`config.mk`:
```
export PLATFORM = sky130hd
export DESIGN_NAME = tug_score_keeper
export DESIGN_NICKNAME = d
export VERILOG_FILES = /design/src/rtl/tug_pkg.sv /design/src/rtl/seg7_digit.sv /design/src/rtl/tug_score_keeper.sv
export SDC_FILE = /design/constraint.sdc
export NUM_CORES = 1
export LEC_CHECK = 0
export BUFFER_PORTS_ARGS = -buffer_cell sky130_fd_sc_hd__clkbuf_2
export CAP_MARGIN = 10
export CORE_ASPECT_RATIO = 1.75
export CORE_MARGIN = 2
export CORE_UTILIZATION = 59
export DETAILED_ROUTE_END_ITERATION = 16
export GPL_TIMING_DRIVEN = 1
export MAX_ROUTING_LAYER = met4
export PLACE_DENSITY = 0.86
export SLEW_MARGIN = 20
export SYNTH_ARGS = -nofsm -noshare
export SYNTH_HDL_FRONTEND = slang
export SYNTH_SLANG_ARGS = --single-unit
```
`constraint.sdc`:
```
create_clock -name clk -period 5.05 [get_ports clk]
set_input_delay 1.01 -clock clk [delete_from_list [all_inputs] [get_ports clk]]
set_output_delay 1.01 -clock clk [all_outputs]
set_load 0.02 [all_outputs]
```
`src/rtl/tug_pkg.sv`:
```
// -----------------------------------------------------------------------------
// tug_pkg
// Shared definitions for the tug-of-war match scorekeeper:
//   - tug_state_t   : match FSM states (PLAY / HOLD / CLEAR / DONE)
//   - SEG_BLANK     : active-low pattern with every segment off
//   - SEG_DIGITS    : active-low DE1 seven-segment patterns for digits 0..9
// -----------------------------------------------------------------------------
package tug_pkg;

  typedef enum logic [1:0] {
    PLAY  = 2'd0,
    HOLD  = 2'd1,
    CLEAR = 2'd2,
    DONE  = 2'd3
  } tug_state_t;

  // Segment order is {g,f,e,d,c,b,a}; a 0 lights the segment.
  localparam logic [6:0] SEG_BLANK = 7'b1111111;

  localparam logic [6:0] SEG_DIGITS [10] = '{
    7'b1000000,  // 0
    7'b1111001,  // 1
    7'b0100100,  // 2
    7'b0110000,  // 3
    7'b0011001,  // 4
    7'b0010010,  // 5
    7'b0000010,  // 6
    7'b1111000,  // 7
    7'b0000000,  // 8
    7'b0010000   // 9
  };

endpackage

```
`src/rtl/seg7_digit.sv`:
```
// -----------------------------------------------------------------------------
// seg7_digit
// Combinational decode of a 4-bit value to active-low seven-segment lines.
// Values above 9 produce a blank digit.
//   i_value : input  [3:0] value to display
//   o_seg   : output [6:0] active-low segments {g,f,e,d,c,b,a}
// -----------------------------------------------------------------------------
module seg7_digit
  import tug_pkg::*;
(
  input  logic [3:0] i_value,
  output logic [6:0] o_seg
);

  always_comb begin
    o_seg = SEG_BLANK;
    if (i_value <= 4'd9) begin
      o_seg = SEG_DIGITS[i_value];
    end
  end

endmodule

```
`src/rtl/tug_score_keeper.sv`:
```
// -----------------------------------------------------------------------------
// tug_score_keeper
// Match scorekeeper downstream of the tug-of-war playfield. Counts round wins
// per player from the end-light levels, holds the winning light for
// HOLD_CYCLES, then pulses roundReset for one cycle to clear the playfield.
// Freezes the match once either player reaches WIN_SCORE.
//
// Parameters:
//   WIN_SCORE   : round wins needed to take the match (1..9)
//   HOLD_CYCLES : cycles the winning light stays lit before restart (>= 1)
// Ports:
//   clk        : system clock
//   reset      : synchronous, active-low; clears scores and FSM
//   leftWins   : level, leftmost end light lit
//   rightWins  : level, rightmost end light lit
//   roundReset : one-cycle active-high playfield restart pulse
//   leftScore  : left player's round wins
//   rightScore : right player's round wins
//   matchOver  : high once either score equals WIN_SCORE
//   leftChamp  : high with matchOver when the left player won
//   hexLeft    : active-low segments of leftScore (HEX5)
//   hexRight   : active-low segments of rightScore (HEX0)
// -----------------------------------------------------------------------------
module tug_score_keeper
  import tug_pkg::*;
#(
  parameter int WIN_SCORE   = 7,
  parameter int HOLD_CYCLES = 50_000_000
) (
  input  logic       clk,
  input  logic       reset,
  input  logic       leftWins,
  input  logic       rightWins,
  output logic       roundReset,
  output logic [3:0] leftScore,
  output logic [3:0] rightScore,
  output logic       matchOver,
  output logic       leftChamp,
  output logic [6:0] hexLeft,
  output logic [6:0] hexRight
);

  localparam int         CNT_W    = $clog2(HOLD_CYCLES + 1);
  localparam logic [CNT_W-1:0] CNT_LOAD = CNT_W'(HOLD_CYCLES - 1);
  localparam logic [3:0] WIN_VAL  = 4'(WIN_SCORE);

  tug_state_t       r_state;
  logic [3:0]       r_left_score;
  logic [3:0]       r_right_score;
  logic [CNT_W-1:0] r_cnt;
  logic             r_round_reset;
  logic             r_match_over;
  logic             r_left_champ;

  tug_state_t       w_state_next;
  logic [3:0]       w_left_next;
  logic [3:0]       w_right_next;
  logic [CNT_W-1:0] w_cnt_next;
  logic             w_round_reset_next;
  logic             w_match_over_next;
  logic             w_left_champ_next;

  // Next-state logic
  always_comb begin
    w_state_next       = r_state;
    w_left_next        = r_left_score;
    w_right_next       = r_right_score;
    w_cnt_next         = r_cnt;
    w_round_reset_next = 1'b0;

    case (r_state)
      PLAY: begin
        if (leftWins && rightWins) begin
          // Tie: no point, but the playfield still needs its restart.
          w_cnt_next   = CNT_LOAD;
          w_state_next = HOLD;
        end else if (leftWins) begin
          w_left_next = r_left_score + 4'd1;
          if (w_left_next == WIN_VAL) begin
            w_state_next = DONE;
          end else begin
            w_cnt_next   = CNT_LOAD;
            w_state_next = HOLD;
          end
        end else if (rightWins) begin
          w_right_next = r_right_score + 4'd1;
          if (w_right_next == WIN_VAL) begin
            w_state_next = DONE;
          end else begin
            w_cnt_next   = CNT_LOAD;
            w_state_next = HOLD;
          end
        end
      end

      HOLD: begin
        // Loaded with HOLD_CYCLES-1 so the pulse lands HOLD_CYCLES edges
        // after the scoring edge.
        if (r_cnt == '0) begin
          w_round_reset_next = 1'b1;
          w_state_next       = CLEAR;
        end else begin
          w_cnt_next = r_cnt - 1'b1;
        end
      end

      // Lights are still being cleared by the pulse; ignore them one cycle.
      CLEAR: w_state_next = PLAY;

      DONE: w_state_next = DONE;

      default: w_state_next = PLAY;
    endcase

    w_match_over_next = (w_state_next == DONE);
    w_left_champ_next = w_match_over_next && (w_left_next == WIN_VAL);
  end

  // All state, including the registered outputs
  always_ff @(posedge clk) begin
    if (!reset) begin
      r_state       <= PLAY;
      r_left_score  <= 4'd0;
      r_right_score <= 4'd0;
      r_cnt         <= '0;
      r_round_reset <= 1'b0;
      r_match_over  <= 1'b0;
      r_left_champ  <= 1'b0;
    end else begin
      r_state       <= w_state_next;
      r_left_score  <= w_left_next;
      r_right_score <= w_right_next;
      r_cnt         <= w_cnt_next;
      r_round_reset <= w_round_reset_next;
      r_match_over  <= w_match_over_next;
      r_left_champ  <= w_left_champ_next;
    end
  end

  assign roundReset = r_round_reset;
  assign leftScore  = r_left_score;
  assign rightScore = r_right_score;
  assign matchOver  = r_match_over;
  assign leftChamp  = r_left_champ;

  seg7_digit u_seg_left (
    .i_value (r_left_score),
    .o_seg   (hexLeft)
  );

  seg7_digit u_seg_right (
    .i_value (r_right_score),
    .o_seg   (hexRight)
  );

endmodule

```
==> summary.md <==
| Metric | Value |
|---|---|
| Final #Nets | about 340 |
| Worst hold path depth | 2 |
| Layout cell share with drive strength beyond 1 | 15.89% |
| H-tree Lvls | 2 |
| Hold Crit Start | r_cnt[24] |
| Synthesized cell area | approximately 2500 µm² |
| Reg clk slew, reported paths | about 0.080 ns |
| TritonCTS Buffers | 5 |
| CTS tree | built |
| Hold Crit Endpoint | r_cnt[24] |
| Fmax | between 300 and 400 MHz |
| Die H | around 90 µm |
| Cts hold-fix bufs | 0 |
| Worst Reg-to-Reg Cells | 7 |
| Final Max Slew Viols | 0 |
| Reg-to-Reg End | r_cnt[11] |
| Area Overhead vs Synth | 9.347% |
| Crit end category | output port |
| Pint | approximately 0.00057 W |
| Synth Register Bits | 39 |
| Residual DRC | 0 |
| Final period utilization | between 50 and 60% |
| DP Wirelength | between 4 and 5 mm |
| Final-report hold violation count | 0 |
| Finished Layout Cells | 370 |
| Distinct cells, synth | between 50 and 60 |
| Setup tns final | 0 ns |
| Chip Width | around 53 µm |
| Final Wtd Congestion | 0.8025 |
| Initial core utilization | between 60% and 70% |
| Min-delay worst type | flop to flop |
| Number of synthesized flops with an enable pin | 0 |
| Sw Pwr | 0.0002139 W |
| Vias | 2411 |
| Crit path max-delay family | flip-flops |
| Core Box Area | just over 4000 µm² |
| Buf/Inv on CP | 2 |
| Syn Area/Cell | between 8 and 9 µm² |
| Fillers | 358 |
| Clock Path Buffers | 2 |
| Reg power frac | 44.0% |
| Number of global-route vias before repair | approximately 2200 |
| Die area | 4776 µm² |
| Worst-margin pin slew | 0.9449 ns |
| Initial antenna violation count | 0 |
| GRT Total Usage | 25.85% |
| PD cells | between 200 and 300 nW/µm² |
| Clock Skew | approximately 0.0091 ns |
| Clock sinks | 39 |
| Skew-Pair Late Insertion Delay | ~0.3 ns |
| Port Buf Inserts | 28 |
| Antenna cells | 0 |
| RSZ-0062 raised after global routing | no |
| Post-route ant nets | 0 |
| Final setup fails | 0 |
| CP most frequent cell | nor2_1 |
| Total grt overflow | 0 |
| Via density | 6.516 |
| Mapped Cells | between 300 and 400 |
| Sw Ratio | between 20% and 30% |
| Drt first pass iters | 4 |
| Placed instance area | between 2000 and 3000 µm² |
| R2r setup slk | around 2.3 ns |
| Syn Nets | about 320 |
| Dpl cells | roughly 360 |
| I/O pins | 29 |
| Peak VDD IR | just over 0.3 mV |
| Arrival time worst endpoint | 1.94 ns |
| Register area | between 700 and 800 µm² |
| Post-synthesis sequential area ratio | approximately a third |
| Startpoint types | flop |
| Root Driver | clkbuf_8 |
| Final wirelength | 5.827 mm |
| Top FF cell, synth | dfxtp_1 |
| Crit Path Category | flop to output port |
| Most frequent cells in the layout | dfxtp_1 (39), clkbuf_2 (28), nor2_1 (24) |
| Worst Path Required | between 4 and 5 ns |
| Clock power frac | about two fifths |
| Reg-to-Reg Start | rightScore[0] |
| Rows | 31 |
| Max FO, Critical Path | 8 |
| Fraction of registers with async set/reset | 0% |
| CTS resizes | 0 |
| Post-CTS setup buffer count | 0 |
| Commonest non-fill, non-tap cell in the layout | dfxtp_1 |
| Crit-path cells | inv_1, ha_1, nor2_1, nor2_1, nor2_1, a31oi_1, o21ai_0, clkbuf_2 |
| Detailed-route wire length per cell | approximately 16 µm |
| Min cycle time layout | just under 3 ns |
| Initial detailed-routing violation count | 76 |
| Pin count of the biggest net entering global routing | 40 |
| Multi-input combinational cell area | approximately 1600 µm² |
| Combinational Power Share | between 15 and 20% |
| LEAKAGE | between 1 and 1.5 nW |
| Number of max-cap violations | 0 |
| Fin area | 2723 µm² |
| Crit-path slowest cell | dfxtp_1 |
| Slew margin rel. | around 37% |
| Status | finished clean |
| Global-route wire length before repair | ~9.3 mm |
| Crit-path max cell delay | around 0.48 ns |
| Yosys warns | 0 |
through the flow:
step                total power, W  worst slack (ns)  hold WS (ns)  util [%]
floorplan                0.0004485             2.287        0.4463         -
global placement         0.0004719             1.900        0.4603     62.99
global route             0.0008167             1.940        0.5119     66.22
finish                   0.0007844             2.103        0.4868     66.22
detailed placement       0.0004756             1.811        0.4708     62.99
CTS                      0.0007845             2.129        0.4845     66.22
worst min-delay path, cell delays in order, from the launching register on:
cell and delay, ns:
dfxtp_1 0.32, o31ai_1 0.06, a21oi_1 0.06
cell type report:
cell class	count	area share, %
Clock buffer	6	2.665
Tap cell	49	2.252
Clock inverter	2	2.206
Timing Repair Buffer	29	5.423
Inverter	12	1.654
Multi-Input combinational cell	233	57.12
Sequential cell	39	28.68
cells in the mapped netlist (all sizes together) (2+ instances only):
master	n	area [µm²]
clkbuf	7	26.28
nand4	3	18.77
a21oi	21	105.1
and3	3	18.77
o31ai	10	75.07
nand2b	3	18.77
nor2	24	90.09
o21a	3	22.52
a2111oi	2	25.02
mux2i	5	50.05
a211oi	4	30.03
nand2	20	75.07
nor4	9	56.30
o21ai	10	50.04
or2	4	25.03
dfxtp	39	780.8
or3	15	93.84
nor4b	4	56.30
ha	12	150.1
nor3	11	60.06
nand3	11	60.06
buf	12	82.57
or4	15	116.4
xnor2	5	43.79
inv	12	45.04
a31oi	14	87.58
a311oi	2	23.77
and4	2	17.52
and2	3	18.77
flip-flops by register name, summed over array words and instances (netlist names):
signal and flops:
leftChamp 1, leftScore 4, matchOver 1, r_cnt 26
r_state 2, rightScore 4, roundReset 1
per-layer routing:
layer	global-route usage (%)	share of wire [%]	up-vias	wire (µm)
met4	14.10	3.5	0	203
met3	4.319	4.2	20	245
li1	-	-	1178	-
met5	-	0	-	0
met2	45.94	53	81	3100
met1	24.97	39	1132	2277
worst max-delay path by stage:
stage                             from    endpoint  depth (start not counted)
final                     leftScore[0]  hexLeft[3]                          8
after global routing      leftScore[0]  hexLeft[3]                          8
after CTS                 leftScore[0]  hexLeft[3]                          8
after detailed placement     rightWins   r_cnt[19]                          6
after global placement       rightWins   r_cnt[19]                          6
after floorplan              rightWins   r_cnt[20]                          5
power by group through the flow:
| stage | registers (W) | clock network (W) | logic (W) |
|---|---|---|---|
| 2_1_floorplan | 0.000346 | 0 | 0.000102 |
| 3_3_place_gp | 0.000350 | 0 | 0.000122 |
| 3_5_place_dp | 0.000351 | 0 | 0.000125 |
| 4_1_cts | 0.000344 | 0.000314 | 0.000127 |
| 5_1_grt | 0.000348 | 0.000329 | 0.000140 |
| 6_report | 0.000345 | 0.000312 | 0.000128 |
cells by family after synthesis:
group | Yosys count | share of synthesized area [%]
AOI/OAI and AO/OA | 80 | 22.01
xor gates and xnor gates | 6 | 2.111
adders and majority gates | 12 | 6.030
buffers and inverters | 31 | 6.181
DFF | 39 | 31.36
muxes | 5 | 2.010
and+or+nand+nor | 130 | 30.30
No activity file was read; power rests on OpenSTA's default activity.
